<file path="src/rtl/mbist_pkg.sv">
// Shared MBIST definitions: analyzer/controller state encoding and the
// largest supported BRAM read latency.
package mbist_pkg;

    typedef enum logic [1:0] {
        IDLE  = 2'd0,
        RUN   = 2'd1,
        DRAIN = 2'd2,
        DONE  = 2'd3
    } mbist_state_e;

    // Largest BRAM read latency the analyzer delay line is built for
    localparam int RD_LAT_MAX  = 4;
    // Width of the drain counter, which counts 0 .. RD_LAT-1
    localparam int DRAIN_CNT_W = $clog2(RD_LAT_MAX);

endpackage

</file>
<file path="src/rtl/mbist_ra_pipe.sv">
// Delay line for {chk, addr, exp} beats.
// Matches the BRAM read latency, so each beat meets its read data at the output.
// Only the valid (chk) bit is reset; the payload is don't-care while chk=0.
module mbist_ra_pipe
    import mbist_pkg::*;
#(
    parameter int STAGES = 1,
    parameter int W      = 1
) (
    input  logic         bist_clk,
    input  logic         rst_h,
    input  logic         in_vld,
    input  logic [W-1:0] in_data,
    output logic         out_vld,
    output logic [W-1:0] out_data
);

    logic         vld_q  [STAGES];
    logic         vld_d  [STAGES];
    logic [W-1:0] data_q [STAGES];
    logic [W-1:0] data_d [STAGES];

    genvar gi;
    generate
        for (gi = 0; gi < STAGES; gi++) begin : g_stage
            if (gi == 0) begin : g_head
                // First stage takes the freshly captured beat
                always_comb begin
                    vld_d[gi]  = in_vld;
                    data_d[gi] = in_data;
                end
            end else begin : g_tail
                // Later stages shift the previous stage forward
                always_comb begin
                    vld_d[gi]  = vld_q[gi-1];
                    data_d[gi] = data_q[gi-1];
                end
            end

            // Stage register; only the valid bit needs a reset value
            always_ff @(posedge bist_clk) begin
                if (rst_h) begin
                    vld_q[gi] <= 1'b0;
                end else begin
                    vld_q[gi] <= vld_d[gi];
                end
                data_q[gi] <= data_d[gi];
            end
        end
    endgenerate

    assign out_vld  = vld_q[STAGES-1];
    assign out_data = data_q[STAGES-1];

endmodule

</file>
<file path="src/rtl/mbist_response_analyzer.sv">
// Per-UUT MBIST response analyzer.
// It captures the expected data and address of each check beat and delays them by the
// BRAM read latency. It then compares them with port-A read data and reports sticky
// fail / done to the controller.
// Optional fail log: define MBIST_RA_DIAG_EN.
module mbist_response_analyzer
    import mbist_pkg::*;
#(
    parameter int ADDRA_W   = 8,
    parameter int DA_W      = 35,
    parameter int RD_LAT    = 1,
    parameter int CNT_W     = 8,
    parameter int LOG_DEPTH = 4
) (
    input  logic             bist_clk,
    input  logic             rst_h,
    input  logic             uut_en,
    input  logic             tst_capture,
    input  logic             tst_check_ce,
    input  logic [ADDRA_W:0] tst_ADDRA,
    input  logic [DA_W:0]    tst_DIA,
    input  logic [DA_W:0]    bram_DOA,
    input  logic             alg_end,
    output logic             inter_fail,
    output logic             inter_done,
    output logic [CNT_W-1:0] fail_cnt,
    output logic [ADDRA_W:0] first_addr,
    input  logic             diag_rd,
    output logic             diag_valid,
    output logic [ADDRA_W:0] diag_addr,
    output logic [DA_W:0]    diag_syn
);

    localparam int PW = (ADDRA_W + 1) + (DA_W + 1);

    mbist_state_e           state_q, state_d;
    logic [DRAIN_CNT_W-1:0] drain_cnt_q, drain_cnt_d;
    logic                   inter_fail_q, inter_fail_d;
    logic [CNT_W-1:0]       fail_cnt_q, fail_cnt_d;
    logic [ADDRA_W:0]       first_addr_q, first_addr_d;

    logic                   p_chk;
    logic [ADDRA_W:0]       p_addr;
    logic [DA_W:0]          p_exp;
    logic                   mismatch;

    // Beats offered while uut_en is low never enter the pipe as checks
    mbist_ra_pipe #(.STAGES(RD_LAT), .W(PW)) u_pipe (
        .bist_clk (bist_clk),
        .rst_h    (rst_h),
        .in_vld   (tst_capture & uut_en & tst_check_ce),
        .in_data  ({tst_ADDRA, tst_DIA}),
        .out_vld  (p_chk),
        .out_data ({p_addr, p_exp})
    );

    assign mismatch = p_chk && (bram_DOA != p_exp);

    // Run-phase FSM. Captures in the alg_end cycle are still checked:
    // DRAIN waits RD_LAT cycles for them to leave the pipe.
    always_comb begin
        state_d     = state_q;
        drain_cnt_d = drain_cnt_q;
        case (state_q)
            IDLE: begin
                if (uut_en) state_d = RUN;
            end
            RUN: begin
                if (alg_end) begin
                    state_d     = DRAIN;
                    drain_cnt_d = '0;
                end
            end
            DRAIN: begin
                if (drain_cnt_q == DRAIN_CNT_W'(RD_LAT - 1)) begin
                    state_d = DONE;
                end else begin
                    drain_cnt_d = drain_cnt_q + DRAIN_CNT_W'(1);
                end
            end
            DONE: begin
                state_d = DONE;
            end
        endcase
    end

    // FSM state register
    always_ff @(posedge bist_clk) begin
        if (rst_h) begin
            state_q     <= IDLE;
            drain_cnt_q <= '0;
        end else begin
            state_q     <= state_d;
            drain_cnt_q <= drain_cnt_d;
        end
    end

    // Mismatch bookkeeping: sticky flag, saturating count, first failing address
    always_comb begin
        inter_fail_d = inter_fail_q;
        fail_cnt_d   = fail_cnt_q;
        first_addr_d = first_addr_q;
        if (mismatch) begin
            inter_fail_d = 1'b1;
            if (fail_cnt_q == '0) first_addr_d = p_addr;
            if (fail_cnt_q != '1) fail_cnt_d = fail_cnt_q + CNT_W'(1);
        end
    end

    // Result registers
    always_ff @(posedge bist_clk) begin
        if (rst_h) begin
            inter_fail_q <= 1'b0;
            fail_cnt_q   <= '0;
            first_addr_q <= '0;
        end else begin
            inter_fail_q <= inter_fail_d;
            fail_cnt_q   <= fail_cnt_d;
            first_addr_q <= first_addr_d;
        end
    end

    assign inter_fail = inter_fail_q;
    assign inter_done = (state_q == DONE);
    assign fail_cnt   = fail_cnt_q;
    assign first_addr = first_addr_q;

`ifdef MBIST_RA_DIAG_EN
    localparam int LP_W = (LOG_DEPTH > 1) ? $clog2(LOG_DEPTH) : 1;

    logic [ADDRA_W:0] log_addr_mem [LOG_DEPTH];
    logic [DA_W:0]    log_syn_mem  [LOG_DEPTH];
    logic [LP_W-1:0]  wr_ptr_q, wr_ptr_d;
    logic [LP_W-1:0]  rd_ptr_q, rd_ptr_d;
    logic [LP_W:0]    log_cnt_q, log_cnt_d;
    logic             log_push, log_pop;

    // Fullness is judged before this cycle's pop, so a full log drops the new entry
    always_comb begin
        log_push  = mismatch && (log_cnt_q != (LP_W+1)'(LOG_DEPTH));
        log_pop   = diag_rd && (log_cnt_q != '0);
        wr_ptr_d  = log_push ? wr_ptr_q + LP_W'(1) : wr_ptr_q;
        rd_ptr_d  = log_pop  ? rd_ptr_q + LP_W'(1) : rd_ptr_q;
        log_cnt_d = log_cnt_q;
        if (log_push && !log_pop) log_cnt_d = log_cnt_q + (LP_W+1)'(1);
        if (!log_push && log_pop) log_cnt_d = log_cnt_q - (LP_W+1)'(1);
    end

    // Log storage; contents are only visible through a valid head
    always_ff @(posedge bist_clk) begin
        if (log_push) begin
            log_addr_mem[wr_ptr_q] <= p_addr;
            log_syn_mem[wr_ptr_q]  <= p_exp ^ bram_DOA;
        end
    end

    // Log pointers and occupancy
    always_ff @(posedge bist_clk) begin
        if (rst_h) begin
            wr_ptr_q  <= '0;
            rd_ptr_q  <= '0;
            log_cnt_q <= '0;
        end else begin
            wr_ptr_q  <= wr_ptr_d;
            rd_ptr_q  <= rd_ptr_d;
            log_cnt_q <= log_cnt_d;
        end
    end

    assign diag_valid = (log_cnt_q != '0);
    assign diag_addr  = diag_valid ? log_addr_mem[rd_ptr_q] : '0;
    assign diag_syn   = diag_valid ? log_syn_mem[rd_ptr_q]  : '0;
`else
    localparam int lp_unused_log_depth = LOG_DEPTH;
    logic unused_diag_rd;
    assign unused_diag_rd = diag_rd;
    assign diag_valid     = 1'b0;
    assign diag_addr      = '0;
    assign diag_syn       = '0;
`endif

endmodule
</file>
<file path="config.mk">
export PLATFORM = sky130hd
export DESIGN_NAME = mbist_response_analyzer
export DESIGN_NICKNAME = d
export VERILOG_FILES = /design/src/rtl/mbist_pkg.sv /design/src/rtl/mbist_ra_pipe.sv /design/src/rtl/mbist_response_analyzer.sv
export SDC_FILE = /design/constraint.sdc
export NUM_CORES = 1
export LEC_CHECK = 0
export BUFFER_PORTS_ARGS = -buffer_cell sky130_fd_sc_hd__clkbuf_2
export CAP_MARGIN = 10
export CORE_AREA = 2 2 83 85
export DETAILED_ROUTE_END_ITERATION = 16
export DIE_AREA = 0 0 85 87
export GPL_TIMING_DRIVEN = 0
export PLACE_DENSITY_LB_ADDON = 0.12
export SLEW_MARGIN = 0
export SYNTH_ARGS = -nofsm -noshare
export SYNTH_HDL_FRONTEND = slang
export SYNTH_HIERARCHICAL = 1
export SYNTH_SLANG_ARGS = --single-unit
</file>
<file path="constraint.sdc">
create_clock -name bist_clk -period 2.5 [get_ports bist_clk]
set_clock_uncertainty 0.2 [all_clocks]
set_input_delay 0.5 -clock bist_clk [delete_from_list [all_inputs] [get_ports bist_clk]]
set_output_delay 0.5 -clock bist_clk [all_outputs]
set_load 0.01 [all_outputs]
</file>
==> impl_metrics.tcl, run 1 <==
set metrics [dict create \
    outcome "finished clean" \
    via_per_inst 4.134 \
    synth_most_common_cell "dfxtp_1" \
    worst_pin_slew_ns 0.5055 \
    gp_congestion 0.7610 \
    cp-end-kind "register" \
    grt_pass1_vias 1800 \
    syn_inst 260 \
    hold_ws_ns 0.06396 \
    ys_top_cells_by_count "68 x dfxtp_1, 46 x buf_4, 28 x xor2_1" \
    cpMaxStageDelayCell "o41ai_4" \
    setup_viol 0 \
    drc 0 \
    ant_nets 0 \
    gr-usage-all-layers 0.1449 \
    drt_pre_antenna_iters 4 \
    antenna_found_initial 0 \
    met3_usage 0.05308 \
    p_leak_nw 1.810 \
    critPathArrivalTime_ns 2.29 \
    crit_top_cell "nor4_1" \
    grt_max_degree 11 \
    busiest_layer "met2" \
    cts_buffer_depth 2 \
    ys.flop_type "dfxtp_1" \
    power_w 0.002191 \
    hold_path_class "input pin to register" \
    synth_cell_types 33 \
    synth_enable_flop_cells 0 \
    nets 513 \
    die_area_sq_um 7395 \
    post_drt_wl_per_cell_um 10.93 \
    synth_top_area_frac 0.4941 \
    cpPeakStageDelay_ns 0.44 \
    drt_iter0_markers 33 \
    ir_drop_v 0.0004161 \
    grt_use_met1 0.1774 \
    design_area_sq_um 3727 \
    crit_path_start_kind "register" \
    path_class "register to register" \
    worstPathRequired_ns 2.56 \
    hpwlAfterDp_um 4402 \
    yosysWarningCount 6 \
    syn_avg_cell_area_sq_um 10.60 \
    htreeDepth 3 \
    max_slew_margin 0.6630 \
    num_rows 30 \
    max_freq_mhz 447.1 \
    post_dp_cell_area_sq_um 3550 \
    crit_fanout 10 \
    post-place-cells 490 \
    setup_ws_ns 0.2634 \
    fillers 609 \
    multi_input_area_sq_um 1165 \
    hold_viol 0 \
    drv_slew 0 \
    cts_tree "yes" \
    post_cts_resized 0 \
    fin_cells 506 \
    maxCapViolCount 0 \
    grt_pass1_wl_um 8369 \
    cts_buffers 9 \
    yosysSeqAreaShare 0.4941 \
    route.vias.total 2092 \
    synth-async-reset-ratio 0 \
    grt_overflow 0 \
    die_x_um 85 \
    pre_cts_slack_ns -0.1321 \
    io_buffers 105 \
    p_per_area_nw_per_um2 587.8 \
    insertedDiodeCount 0 \
    ys_seq_elements 68 \
    core_sq_um 6569 \
    synthToLayoutAreaGrowth_pct 35.29 \
    timing.final.crit_share 0.8946 \
    syn_area_sq_um 2755 \
    regArea_sq_um 1361 \
    root_buffer "clkbuf_8" \
    clock_sinks 68 \
    die_h_um 87 \
    yosysTopAreaCell "dfxtp_1" \
    wl_um 5531 \
    hold_buffers 0 \
    min_period_ns 2.237 \
    num_io_pins 153 \
    clock_latency_ns 0.33 \
    crit_chain "xor2_1, nor4_1, nand4_1, o41ai_4, buf_6, nor4_1, a211oi_2" \
    grtUsageMet2 0.2287 \
    synthTopCellsByArea "dfxtp_1 49%, buf_4 13%, xor2_1 8.9%, nand2b_1 4.1%, mux2i_1 3.3%" \
    rsz0062_at_grt "no" \
    drive_gt1_frac 0.4155 \
    clk_pin_slew_ns 0.07 \
    start_util 0.4194 \
]
## worst paths after layout
path | end | startpoint | depth (start not counted) | slack, ns
worst max-delay path | fail_cnt[6]$_SDFFE_PP0P_ | u_pipe/data_q[0][32]$_DFF_P_ | 7 | 0.26
worst min-delay path | u_pipe/data_q[0][17]$_DFF_P_ | tst_DIA[17] | 1 | 0.06
worst max register to register | fail_cnt[6]$_SDFFE_PP0P_ | u_pipe/data_q[0][32]$_DFF_P_ | 7 | 0.26
worst min register to register | first_addr[6]$_SDFFE_PP0P_ | u_pipe/data_q[0][42]$_DFF_P_ | 2 | 0.25
## cells in the final DEF, fill, tap and decap left out, drive strengths merged, types with 4 or more instances in the layout
cell    netlist  final
clkbuf        3    122
nand4         4      4
mux2i         9      9
dfxtp        68     68
buf          47     48
xnor2         8      8
a21oi        12     12
inv           8      8
xor2         28     28
nand3         5      5
o31ai         4      4
nor4          9      9
nand2         4      4
nor2          6      6
nand2b       18     18
o21ai         5      5
conb          1     46
## power breakdown
part,switching (W),leakage (nW),internal [W],total (W)
Clock,0.000378,0.0828,0.000410,0.000788
Sequential,0.0000215,0.566,0.00113,0.00115
Combinational,0.000106,1.16,0.000144,0.000251
Total,0.000505,1.81,0.00169,0.00219
## registers in the layout, summed over array words and instances (netlist names)
signal and cells:
inter_fail 1, drain_cnt_q 2, u_pipe/vld_q 1, first_addr 9, state_q 2, u_pipe/data_q 45, fail_cnt 8
## repair_timing
item | in CTS | in global routing
endpoints found under the setup margin | 0 | 11
setup buffers | 0 | 1
endpoints found under the hold margin | 0 | 0
## kinds of logic after synthesis
family,after synthesis,share of synthesized area
AO/OA/AOI/OAI,25,0.06267
buffers and inverters,58,0.1444
other,1,0.001361
AND/OR/NAND/NOR,60,0.1367
XOR/XNOR,36,0.1144
multiplexers,9,0.03270
adder cells (fa/ha/maj),3,0.01363
flip-flops,68,0.4941
## worst max-delay path, delay by kind of cell (launching register included)
kind | cells | cell delay [ns]
buf+inv | 1 | 0.21
flops | 1 | 0.31
simple gates | 3 | 0.64
compound gates | 2 | 0.66
xor+xnor | 1 | 0.15
## metrics by stage
step	TNS, ns	utilization
global placement	-2.018	0.5404
CTS	0	0.5663
finish	0	0.5674
detailed placement	-1.413	0.5404
global route	0	0.5674
floorplan	0	-
## metal layers
layer | vias to the layer above | routed length (um)
li1 | 1099 | -
met1 | 889 | 2396
met2 | 93 | 2525
met3 | 11 | 506
met4 | 0 | 103
met5 | - | 0
## layout make-up
| class | count | area share |
|---|---|---|
| clock buffers | 14 | 0.04364 |
| plain buffers | 50 | 0.09869 |
| repair buffers | 106 | 0.1430 |
| flip-flops and latches | 68 | 0.3652 |
| multi-input cells | 179 | 0.3125 |
| well taps | 80 | 0.02685 |
| clock inverters | 1 | 0.002014 |
| inverters | 8 | 0.008056 |
No activity file was read; power rests on OpenSTA's default activity.
==> run 2, diff against run 1 <==
--- a/config.mk
+++ b/config.mk
@@ -5,11 +5,13 @@
 export SDC_FILE = /design/constraint.sdc
 export NUM_CORES = 1
 export LEC_CHECK = 0
+export ABC_AREA = 1
 export BUFFER_PORTS_ARGS = -buffer_cell sky130_fd_sc_hd__clkbuf_2
 export CAP_MARGIN = 10
-export CORE_AREA = 2 2 83 85
+export CORE_AREA = 2 2 84 86
+export CTS_CLUSTER_SIZE = 10
 export DETAILED_ROUTE_END_ITERATION = 16
-export DIE_AREA = 0 0 85 87
+export DIE_AREA = 0 0 86 88
 export GPL_TIMING_DRIVEN = 0
 export PLACE_DENSITY_LB_ADDON = 0.12
 export SLEW_MARGIN = 0
==> impl_metrics.tcl, run 2 <==
set metrics [dict create \
    outcome "finished clean" \
    ant_nets 0 \
    min_period_ns 1.859 \
    largest_reg_flops 45 \
    die_h_um 88 \
    gp_congestion 0.8493 \
    nets 610 \
    synth_cell_types 26 \
    timing.final.crit_share 0.7437 \
    ir_drop_v 0.0003378 \
    synth_most_common_cell "nand2_1" \
    cts_post_setup_buffers_inserted 0 \
    cts_tree "yes" \
    grt_overflow 0 \
    drive_gt1_frac 0.3645 \
    path_class "register to register" \
    worstPathRequired_ns 2.53 \
    wl_met2_um 2844 \
    ys_seq_elements 68 \
    maxCapViolCount 0 \
    cp-end-kind "register" \
    highest_layer "met4" \
    io_buffers 105 \
    path_buf_inv 1 \
    crit_fanout 10 \
    htreeDepth 3 \
    power_w 0.002295 \
    setup_viol 0 \
    insertedDiodeCount 0 \
    rsz0062_at_grt "no" \
    route.vias.total 2366 \
    clock_latency_ns 0.33 \
    syn_area_sq_um 2950 \
    final_cell_mix "105 x clkbuf_2, 82 x nand2_1, 68 x dfxtp_1" \
    synth_top_area_frac 0.4614 \
    die_x_um 86 \
    yosysWarningCount 6 \
    wl_um 5439 \
    drc 0 \
    cp_top_family "simple AND/OR/NAND/NOR gates" \
    core_sq_um 6644 \
    yosysTopAreaCell "dfxtp_1" \
    crit_chain "or2_0, a21oi_1, nand3_1, nor2_2, nand3_4, nand3_4, buf_8, nand2_2, nand2_1, nor2_2" \
    syn_avg_cell_area_sq_um 8.241 \
    hold_depth 1 \
    drt_iter0_markers 59 \
    layout_commonest_cell "clkbuf_2" \
    drt_pre_antenna_iters 4 \
    multi_input_area_sq_um 1206 \
    post_cts_resized 0 \
    fin_cells 604 \
    grt_pass1_vias 2177 \
    clk_pin_slew_ns 0.07 \
    synthTopCellsByArea "dfxtp_1 46%, buf_4 12%, nand2_1 10%, xnor2_1 8.3%, inv_1 5.9%" \
    timing.setup.tns_ns 0 \
    m1WireLength_um 1937 \
    synthToLayoutAreaGrowth_pct 33.16 \
    ys.flop_type "dfxtp_1" \
    critPathArrivalTime_ns 1.89 \
    post_drt_wl_per_cell_um 9.005 \
    post-place-cells 588 \
    pre_cts_slack_ns 0.3158 \
    max_freq_mhz 537.9 \
    synth_enable_flop_cells 0 \
    regArea_sq_um 1361 \
    p_leak_nw 2.152 \
    num_rows 30 \
    fillers 626 \
    p_per_area_nw_per_um2 584.1 \
    start_util 0.4441 \
    hold_path_class "input pin to register" \
    grt_max_degree 12 \
    cpPeakStageDelay_ns 0.31 \
    cp.depth 10 \
    met3_length_um 578 \
    die_area_sq_um 7568 \
    syn_inst 358 \
    gr-usage-all-layers 0.1475 \
    antenna_found_initial 0 \
    cts_buffers 9 \
    top_register "u_pipe/data_q" \
    synth-async-reset-ratio 0 \
    yosysSeqAreaShare 0.4614 \
    reg2reg_depth 10 \
    drv_slew 0 \
    clock_sinks 68 \
    ys_top_cells_by_count "82 x nand2_1, 68 x dfxtp_1, 46 x buf_4, 46 x inv_1, 28 x xnor2_1" \
    hold_buffers 0 \
    via_per_inst 3.917 \
    crit_path_start_kind "register" \
    hpwlAfterDp_um 4435 \
    setup_ws_ns 0.6408 \
    hold_viol 0 \
    cts_buffer_depth 2 \
    grt_pass1_wl_um 8528 \
    cpMaxStageDelayCell "dfxtp_1" \
    root_buffer "clkbuf_8" \
    num_io_pins 153 \
]
run 2: cell count changes in the layout (fill, tap and decap cells not counted), sizes merged, moves of 6 or more:
cell / change
nand3: +6
a21oi: -8
xor2: -26
mux2i: -9
nor2: +37
nor4: -8
inv: +39
xnor2: +20
nand2: +79
nand2b: -18
run 2: where the power goes:
| part | total (W) | internal (W) | leakage, nW | switching (W) |
|---|---|---|---|---|
| clock network | 0.000839 | 0.000456 | 0.0931 | 0.000384 |
| registers | 0.00116 | 0.00114 | 0.567 | 0.0000252 |
| logic | 0.000294 | 0.000160 | 1.49 | 0.000134 |
run 2: cells by family (layout without fill, tap and decap cells):
| family | after synthesis | in the layout | share of synthesized area |
|---|---|---|---|
| AND/OR/NAND/NOR | 150 | 150 | 0.2341 |
| XOR/XNOR | 30 | 30 | 0.08906 |
| other | 1 | 46 | 0.001271 |
| flip-flops | 68 | 68 | 0.4614 |
| AO/OA/AOI/OAI | 8 | 8 | 0.01442 |
| buffers and inverters | 98 | 219 | 0.1870 |
| adder cells (fa/ha/maj) | 3 | 3 | 0.01272 |
run 2: stage by stage:
step                instance area [sq um]  utilization  hold WS [ns]
CTS                                  3929       0.5913       0.03942
global placement                     3745       0.5637        0.2390
floorplan                            3119            -        0.2494
finish                               3929       0.5913       0.05936
global route                         3929       0.5913       0.04106
detailed placement                   3745       0.5637        0.2425
run 2: layout make-up:
class | instances | area share
plain buffers | 49 | 0.09363
clock buffers | 11 | 0.03344
clock inverters | 5 | 0.01338
inverters | 49 | 0.04682
multi-input cells | 237 | 0.3070
flip-flops and latches | 68 | 0.3465
well taps | 80 | 0.02548
repair buffers | 105 | 0.1338
run 2: path summary, 6_finish.rpt:
kind / slack (ns) / to / startpoint
setup / recovery: 0.64 / first_addr[8]$_SDFFE_PP0P_ / u_pipe/data_q[0][21]$_DFF_P_
hold / removal: 0.06 / u_pipe/data_q[0][8]$_DFF_P_ / tst_DIA[8]
setup reg to reg: 0.64 / first_addr[8]$_SDFFE_PP0P_ / u_pipe/data_q[0][21]$_DFF_P_
hold reg to reg: 0.25 / inter_fail$_SDFFE_PP0P_ / inter_fail$_SDFFE_PP0P_
run 2: metal layers:
layer  global-route usage  up-vias
li1                     -     1303
met1               0.1368      969
met2               0.2748       87
met3              0.05655        7
met4              0.08514        0
met5                    0        -
run 2: worst register-to-register path, delay by kind of cell, from the launching register on:
family | cells | cell delay (ns)
flip-flops | 1 | 0.31
AND/OR/NAND/NOR | 8 | 0.94
buffers and inverters | 1 | 0.17
AO/OA/AOI/OAI | 1 | 0.13
